--- config.mk ---
export PLATFORM = sky130hd
export DESIGN_NAME = wave_gen
export DESIGN_NICKNAME = d
export VERILOG_FILES = /design/src/rtl/wave_gen_pkg.sv /design/src/rtl/wave_shaper.sv /design/src/rtl/wave_gen.sv
export SDC_FILE = /design/constraint.sdc
export NUM_CORES = 1
export LEC_CHECK = 0
export CORE_UTILIZATION = 40
export DETAILED_ROUTE_END_ITERATION = 16
export PLACE_DENSITY_LB_ADDON = 0.12
export SYNTH_ARGS = -nofsm -noshare
export SYNTH_HDL_FRONTEND = slang
export SYNTH_SLANG_ARGS = --single-unit
--- constraint.sdc ---
create_clock -name clk -period 3.7 [get_ports clk]
set_clock_uncertainty 0.1 [all_clocks]
set_input_delay 0.74 -clock clk [delete_from_list [all_inputs] [get_ports clk]]
set_output_delay 0.74 -clock clk [all_outputs]
set_load 0.05 [all_outputs]
--- src/rtl/wave_gen_pkg.sv ---
// wave_gen_pkg: mode and FSM encodings plus reset defaults for the waveform generator
package wave_gen_pkg;
  typedef enum logic [1:0] {MODE_SQUARE = 2'd0, MODE_SAW = 2'd1, MODE_TRI = 2'd2, MODE_RSVD = 2'd3} mode_e;
  typedef enum logic [1:0] {IDLE = 2'd0, RUN = 2'd1, PEND = 2'd2} state_e;
  localparam mode_e MODE_RST = MODE_SQUARE;
  localparam int unsigned FREQ_RST = 0;
  function automatic int unsigned duty_rst(input int unsigned out_w);
    return 32'd1 << (out_w - 1);
  endfunction
endpackage

--- src/rtl/wave_shaper.sv ---
// wave_shaper: combinational phase/mode/duty to sample mapping
module wave_shaper
  import wave_gen_pkg::*;
#(
  parameter int PHASE_W = 24,
  parameter int OUT_W   = 12
) (
  input  logic [PHASE_W-1:0] phase,
  input  mode_e              mode,
  input  logic [OUT_W-1:0]   duty,
  output logic [OUT_W-1:0]   sample
);
  logic [OUT_W-1:0] p, q;
  assign p = phase[PHASE_W-1 -: OUT_W];
  assign q = phase[PHASE_W-2 -: OUT_W];
  assign sample = mode == MODE_SQUARE ? ((p < duty) ? {OUT_W{1'b1}} : {OUT_W{1'b0}}) :
                  mode == MODE_SAW    ? p :
                  mode == MODE_TRI    ? (phase[PHASE_W-1] ? ~q : q) : {OUT_W{1'b0}};
endmodule

--- src/rtl/wave_gen.sv ---
// wave_gen: phase-accumulator waveform generator with wrap-synchronised config updates
module wave_gen
  import wave_gen_pkg::*;
#(
  parameter int PHASE_W = 24,
  parameter int FREQ_W  = 18,
  parameter int OUT_W   = 12
) (
  input  logic              clk,
  input  logic              rst,
  input  logic              en,
  input  logic              cfg_load,
  input  logic [FREQ_W-1:0] cfg_freq,
  input  logic [1:0]        cfg_mode,
  input  logic [OUT_W-1:0]  cfg_duty,
  output logic              cfg_pending,
  output logic [OUT_W-1:0]  sig_out,
  output logic              wrap
);
  localparam logic [OUT_W-1:0] DUTY_RST = OUT_W'(duty_rst(OUT_W));
  state_e             state, state_n;
  logic [PHASE_W-1:0] phase, phase_n, sum;
  logic               carry;
  logic [FREQ_W-1:0]  act_freq, act_freq_n, sh_freq, sh_freq_n;
  mode_e              act_mode, act_mode_n, sh_mode, sh_mode_n;
  logic [OUT_W-1:0]   act_duty, act_duty_n, sh_duty, sh_duty_n, shape;
  assign {carry, sum} = {1'b0, phase} + (PHASE_W + 1)'(act_freq);
  assign cfg_pending = state == PEND;
  wave_shaper #(.PHASE_W(PHASE_W), .OUT_W(OUT_W)) u_shaper (
    .phase (phase),
    .mode  (act_mode),
    .duty  (act_duty),
    .sample(shape)
  );
  always_comb begin
    state_n    = state;
    phase_n    = phase;
    act_freq_n = act_freq;
    act_mode_n = act_mode;
    act_duty_n = act_duty;
    sh_freq_n  = sh_freq;
    sh_mode_n  = sh_mode;
    sh_duty_n  = sh_duty;
    case (state)
      IDLE: begin
        if (cfg_load) {act_freq_n, act_mode_n, act_duty_n} = {cfg_freq, mode_e'(cfg_mode), cfg_duty};
        state_n = en ? RUN : IDLE;
      end
      default: begin
        // leaving RUN/PEND: a direct load beats any waiting shadow
        if (!en) begin
          state_n = IDLE;
          phase_n = '0;
          if (cfg_load) {act_freq_n, act_mode_n, act_duty_n} = {cfg_freq, mode_e'(cfg_mode), cfg_duty};
          else if (state == PEND) {act_freq_n, act_mode_n, act_duty_n} = {sh_freq, sh_mode, sh_duty};
        end else begin
          phase_n = sum;
          if (cfg_load && carry) begin
            {act_freq_n, act_mode_n, act_duty_n} = {cfg_freq, mode_e'(cfg_mode), cfg_duty};
            state_n = RUN;
          end else if (cfg_load) begin
            {sh_freq_n, sh_mode_n, sh_duty_n} = {cfg_freq, mode_e'(cfg_mode), cfg_duty};
            state_n = PEND;
          end else if (carry && state == PEND) begin
            {act_freq_n, act_mode_n, act_duty_n} = {sh_freq, sh_mode, sh_duty};
            state_n = RUN;
          end
        end
      end
    endcase
  end
  always_ff @(posedge clk) begin
    if (rst) begin
      state    <= IDLE;
      phase    <= '0;
      act_freq <= FREQ_W'(FREQ_RST);
      act_mode <= MODE_RST;
      act_duty <= DUTY_RST;
      sh_freq  <= '0;
      sh_mode  <= MODE_RST;
      sh_duty  <= '0;
      sig_out  <= '0;
      wrap     <= 1'b0;
    end else begin
      state    <= state_n;
      phase    <= phase_n;
      act_freq <= act_freq_n;
      act_mode <= act_mode_n;
      act_duty <= act_duty_n;
      sh_freq  <= sh_freq_n;
      sh_mode  <= sh_mode_n;
      sh_duty  <= sh_duty_n;
      sig_out  <= state == IDLE ? '0 : shape;
      wrap     <= state != IDLE && en && carry;
    end
  end
endmodule

Word level (Yosys, flattened, before mapping)
Index checks and enable logic that the tools add are counted.
{"block": "totals", "memories": 0, "ff_bits": 103, "latch_bits": 0, "romBits": 0, "word_cells": 69, "mem_bits_rw": 0}
{"block": "op_classes", "reduce_logical": 11, "mul": 0, "div": 0, "shifts": 0, "n_bitwise": 3, "add_sub_neg": 1, "order_cmp": 1, "n_eq_ne": 7, "muxes": 36}
{"operator": "2-to-1 mux 12 bit", "count": 13}
{"operator": "2-to-1 mux 18 bit", "count": 8}
{"operator": "2-to-1 mux 2 bit", "count": 13}
{"operator": "adder 24 x 18 -> 25 bit", "count": 1}
{"operator": "2-to-1 mux 24 bit", "count": 1}
{"operator": "less-than comparator 12 bit", "count": 1}
{"operator": "inverter 12 bit", "count": 1}
{"operator": "AND reduction 4 bit", "count": 2}
{"operator": "inequality test 5 x 1 -> 1 bit (second input constant)", "count": 1}
{"operator": "equality test 2 bit (second input constant)", "count": 2}
{"operator": "logical AND 1 bit", "count": 4}
{"operator": "logical NOT 2 bit", "count": 2}
{"operator": "inequality test 4 x 1 -> 1 bit (second input constant)", "count": 1}
{"operator": "inequality test 4 x 2 -> 1 bit (second input constant)", "count": 1}
{"operator": "nonzero test 3 bit", "count": 1}
{"operator": "equality test 2 x 1 -> 1 bit (second input constant)", "count": 1}
{"operator": "inequality test 2 bit (second input constant)", "count": 1}
{"operator": "inverter 1 bit", "count": 2}
{"operator": "nonzero test 2 bit", "count": 1}
{"operator": "OR reduction 2 bit", "count": 1}
{"operator": "2-to-1 mux 1 bit", "count": 1}

Depth between registers and ports, before layout
{"block": "depth", "ltp_word": 7, "depth_mapped": 12, "depth_no_buf": 10}

Modules after synthesis
Synthesis repeated with hierarchy kept, for this count alone.
{"block": "hier_totals", "cells_unflattened": 646, "hier_area_um2": 5693.0}
{"mod": "wave_gen", "area_each_um2": 5131.2, "cells_each": 578, "instances": 1, "seq_area_each_um2": 2062.0}
{"mod": "wave_shaper", "area_each_um2": 561.8, "cells_each": 68, "instances": 1, "seq_area_each_um2": 0.0}

Worst setup path after synthesis
Ideal clock, no wire load.
{"block": "synth_path", "path_type": "register to register", "from": "register phase[0]", "to": "register act_duty[11]", "stages_incl_launch_ff": 11, "path_buffers": 0, "synth_period_minus_slack_ns": 2.740, "slack_ns": 0.960, "arrival_time_ns": 2.521, "path_cell_list": "dfxtp_1 > ha_1 > inv_1 > fa_1 > nand2b_1 > a21oi_2 > o21ai_2 > o31a_4 > o31a_1 > o311a_1 > a211o_1"}
{"block": "synth_between", "elab_chain_cells": 5, "word_cells_on_any_way": 9}
{"element": "start, declared", "line": "wave_gen.sv:22", "rtl": "logic [PHASE_W-1:0] phase, phase_n, sum;"}
{"element": "start signal, assigned", "line": "wave_gen.sv:86", "rtl": "phase <= phase_n;"}
{"element": "adder 24 x 18 -> 25 bit (*)", "line": "wave_gen.sv:27", "rtl": "assign {carry, sum} = {1'b0, phase} + (PHASE_W + 1)'(act_freq);"}
{"element": "logical AND 1 bit", "line": "wave_gen.sv:58", "rtl": "if (cfg_load && carry) begin"}
{"element": "2-to-1 mux 12 bit", "line": "wave_gen.sv:58"}
{"element": "2-to-1 mux 12 bit", "line": "wave_gen.sv:51", "rtl": "if (!en) begin"}
{"element": "2-to-1 mux 12 bit", "line": "wave_gen.sv:44", "rtl": "case (state)"}
{"element": "end signal, assigned", "line": "wave_gen.sv:89", "rtl": "act_duty <= act_duty_n;"}
{"element": "end, declared", "line": "wave_gen.sv:26", "rtl": "logic [OUT_W-1:0] act_duty, act_duty_n, sh_duty, sh_duty_n, shape;"}
Mark *: on every way between the ends. The rest lies on a longest branch, timed or not.
A chain may end at the register's enable or synchronous reset.

Worst setup path after layout
{"block": "layout_path", "from": "register act_freq[0]", "to": "register sh_duty[5]"}
{"block": "layout_between", "elab_chain_cells": 4}
{"element": "start, declared", "line": "wave_gen.sv:24", "rtl": "logic [FREQ_W-1:0] act_freq, act_freq_n, sh_freq, sh_freq_n;"}
{"element": "start signal, assigned", "line": "wave_gen.sv:76", "rtl": "act_freq <= FREQ_W'(FREQ_RST);"}
{"element": "start signal, assigned", "line": "wave_gen.sv:87", "rtl": "act_freq <= act_freq_n;"}
{"element": "adder 24 x 18 -> 25 bit", "line": "wave_gen.sv:27"}
{"element": "logical AND 1 bit", "line": "wave_gen.sv:58"}
{"element": "inverter 1 bit (no line)"}
{"element": "AND reduction 4 bit (no line)"}
{"element": "end signal, assigned", "line": "wave_gen.sv:92", "rtl": "sh_duty <= sh_duty_n;"}
{"element": "end, declared", "line": "wave_gen.sv:26"}
No other way between the ends.

==> impl_metrics.json <==
{
  "final_common_cell": "dfxtp_1",
  "criticalPathCategory": "flip-flop to flip-flop",
  "dp_cells": 753,
  "synthAdderAreaFrac_pct": 7.54,
  "initial_core_util_pct": 41.2,
  "die-area_um2": 13600,
  "total_power_mw": 2.47,
  "worst_slew_pin_slew_ns": 1.13,
  "clock-sinks": 103,
  "grt_use_total_pct": 19.0,
  "cts_tree": "built",
  "drive_above_1_share_pct": 5.86,
  "path_buf_inv": 1,
  "rows": 41,
  "antenna_found_initial": 0,
  "grt_util_met3_pct": 4.93,
  "finalSetupViolations": 0,
  "slowest_delay_ns": 0.76,
  "avgViaCountPerCell": 5.35,
  "fp.dieH_um": 116,
  "cts_max_level": 3,
  "avgSynthCellArea_um2": 9.47,
  "period_minus_slack_ns": 3.23,
  "grt_use_met1_pct": 23.2,
  "core_um2": 12700,
  "synth_compound_area_share_pct": 21.7,
  "max_freq_mhz": 310,
  "yosysSeqAreaShare_pct": 39.3,
  "max_cap_violations": 0,
  "cp_slowest_cell": "o311a_2",
  "p_per_area_nw_per_um2": 401,
  "drcViolationCount": 0,
  "syn_nets": 621,
  "vias": 4112,
  "ctsLongestPathBuffers": 2,
  "synth-simple-area-share_pct": 11.0,
  "worstHoldPathType": "flip-flop to flip-flop",
  "post_cts_buffers": 0,
  "gp_congestion": 0.846,
  "cts-root-buf": "clkbuf_16",
  "min_period_over_period_pct": 87.2,
  "synth-main-ff-cell": "dfxtp_1",
  "grt_use_met2_pct": 32.8,
  "slew_violations": 0,
  "synth_cell_types": 55,
  "cp_max_fo": 32,
  "post_cts_resized": 0,
  "end_kind": "flip-flop",
  "grt-busiest-layer": "met2",
  "grt_pass1_vias": 3981,
  "netlist_area_um2": 5240,
  "die_x_um": 116,
  "hpwlAfterDp_mm": 8.36,
  "ir_drop_uv": 329,
  "synth_top_family_by_area": "compound AO/OA/AOI/OAI gates",
  "startpoint_type": "flip-flop",
  "pin_count": 50,
  "synth_edf_count": 0,
  "crit_required_ns": 3.83,
  "stdcell_area_um2": 6170,
  "hold_viol_final": 0,
  "clkTransAtPathRegs_ns": 0.07,
  "fin_cells": 769,
  "cts_buffers": 9,
  "clk-insertion-delay-late_ns": 0.35,
  "grt_pass1_wl_mm": 19.6,
  "synthCells": 554,
  "synth_seq_cells": 103,
  "ys_warn_count": 0,
  "drt_iter0_drc": 258,
  "synth_xor_area_share_pct": 3.84,
  "fin_nets": 659,
  "area_growth_pct": 17.7,
  "p_leak_nw": 2.63,
  "status": "completed",
  "wire_per_inst_um": 15.1,
  "async_reset_ff_share_pct": 0,
  "slew_headroom_pct": 24.7,
  "routed_wl_mm": 11.6,
  "holdBufCountCts": 0,
  "grt_max_degree": 33,
  "crit_family": "compound AO/OA/AOI/OAI gates",
  "place_area_um2": 5860,
  "port_buffers": 49,
  "grt_setup_unrepaired": "no",
  "drt_first_pass_iters": 4,
  "synth_mux_area_share_pct": 12.4,
  "worstPathCellList": "ha_1 -> inv_1 -> fa_1 -> nand2b_1 -> a21oi_2 -> o21ai_2 -> o31a_4 -> o311a_2 -> mux2i_1 -> nor2_1",
  "n_antenna_cell": 0,
  "fin_tns_setup_ns": 0,
  "grt_remaining_overflow": 0,
  "drtAntennaViolNets": 0,
  "layout.cells.most_common_list": "dfxtp_1, mux2i_1, nor2_1",
  "arrival_ns": 3.36,
  "hold_ws_ns": 0.366
}
-- state kept, by name, summed over array words and instances (netlist names), 12 cells and up --
name / count
phase: 24
act_freq: 18
sh_freq: 18
act_duty: 12
sh_duty: 12
sig_out: 12
-- logic make-up after synthesis --
family	after synthesis
multiplexers	65
flip-flops	103
AO/OA/AOI/OAI	156
XOR/XNOR	23
AND/OR/NAND/NOR	126
adder cells (fa/ha/maj)	31
buffers and inverters	50
-- layer usage --
metal / share of wire (%) / vias to the layer above
met3: 3.7 / 10
met1: 46 / 1946
met4: 1.4 / 0
li1: - / 2088
met2: 49 / 68
met5: 0 / -
-- through the flow --
stage / util (%) / setup slack, ns
final: 48.5 / 0.472
after global routing: 48.5 / 0.278
after CTS: 48.5 / 0.488
after detailed placement: 46.1 / 0.512
after global placement: 46.1 / 0.514
after floorplan: - / 0.960
-- final timing paths --
path         cells past startpoint  slack, ns        start           to
max                             10       0.47  act_freq[0]   sh_duty[5]
min                              1       0.37  act_duty[9]  act_duty[9]
max reg2reg                     10       0.47  act_freq[0]   sh_duty[5]
min reg2reg                      1       0.37  act_duty[9]  act_duty[9]
-- report_power, final --
part | internal, mW | switching (mW) | leakage [nW]
Combinational | 0.138 | 0.181 | 1.64
Clock | 0.546 | 0.423 | 0.149
Sequential | 1.16 | 0.0292 | 0.839
Total | 1.84 | 0.633 | 2.63
-- cell type report --
type                    instances  area (um^2)
clock inverters                 6         68.8
clock buffers                  10          239
flip-flops and latches        103         2060
fillers                      1290         6550
repair buffers                 56          538
inverters                      21         78.8
well taps                     172          215
multi-input cells             401         2970
-- cell usage after synthesis (all sizes together), types with 2 or more instances --
| cell type | count | share of area [%] |
|---|---|---|
| o211ai | 2 | 0.29 |
| o21a | 3 | 0.43 |
| o21ai | 31 | 3.0 |
| dfxtp | 103 | 39 |
| nor4 | 2 | 0.24 |
| xor2 | 15 | 2.5 |
| a41o | 2 | 0.38 |
| a21boi | 2 | 0.29 |
| buf | 12 | 1.5 |
| a2bb2oi | 2 | 0.33 |
| or3 | 6 | 0.72 |
| o31a | 3 | 0.67 |
| a22oi | 17 | 2.4 |
| nand2b | 11 | 1.3 |
| or2 | 2 | 0.24 |
| a21o | 12 | 1.7 |
| and3 | 3 | 0.36 |
| o2bb2ai | 32 | 5.3 |
| o311a | 2 | 0.38 |
| o31ai | 2 | 0.29 |
| clkbuf | 17 | 1.2 |
| nand2 | 22 | 1.6 |
| a31oi | 3 | 0.36 |
| a32o | 2 | 0.38 |
| o41ai | 2 | 0.69 |
| a211oi | 2 | 0.29 |
| inv | 21 | 1.5 |
| xnor2 | 8 | 1.3 |
| ha | 30 | 7.2 |
| nand3 | 9 | 0.86 |
| mux2i | 65 | 12 |
| nor2 | 61 | 4.4 |
| o21bai | 3 | 0.43 |
| a211o | 2 | 0.33 |
| a21oi | 26 | 2.6 |
| nor2b | 5 | 0.60 |
Power figures use the tool's default switching activity.
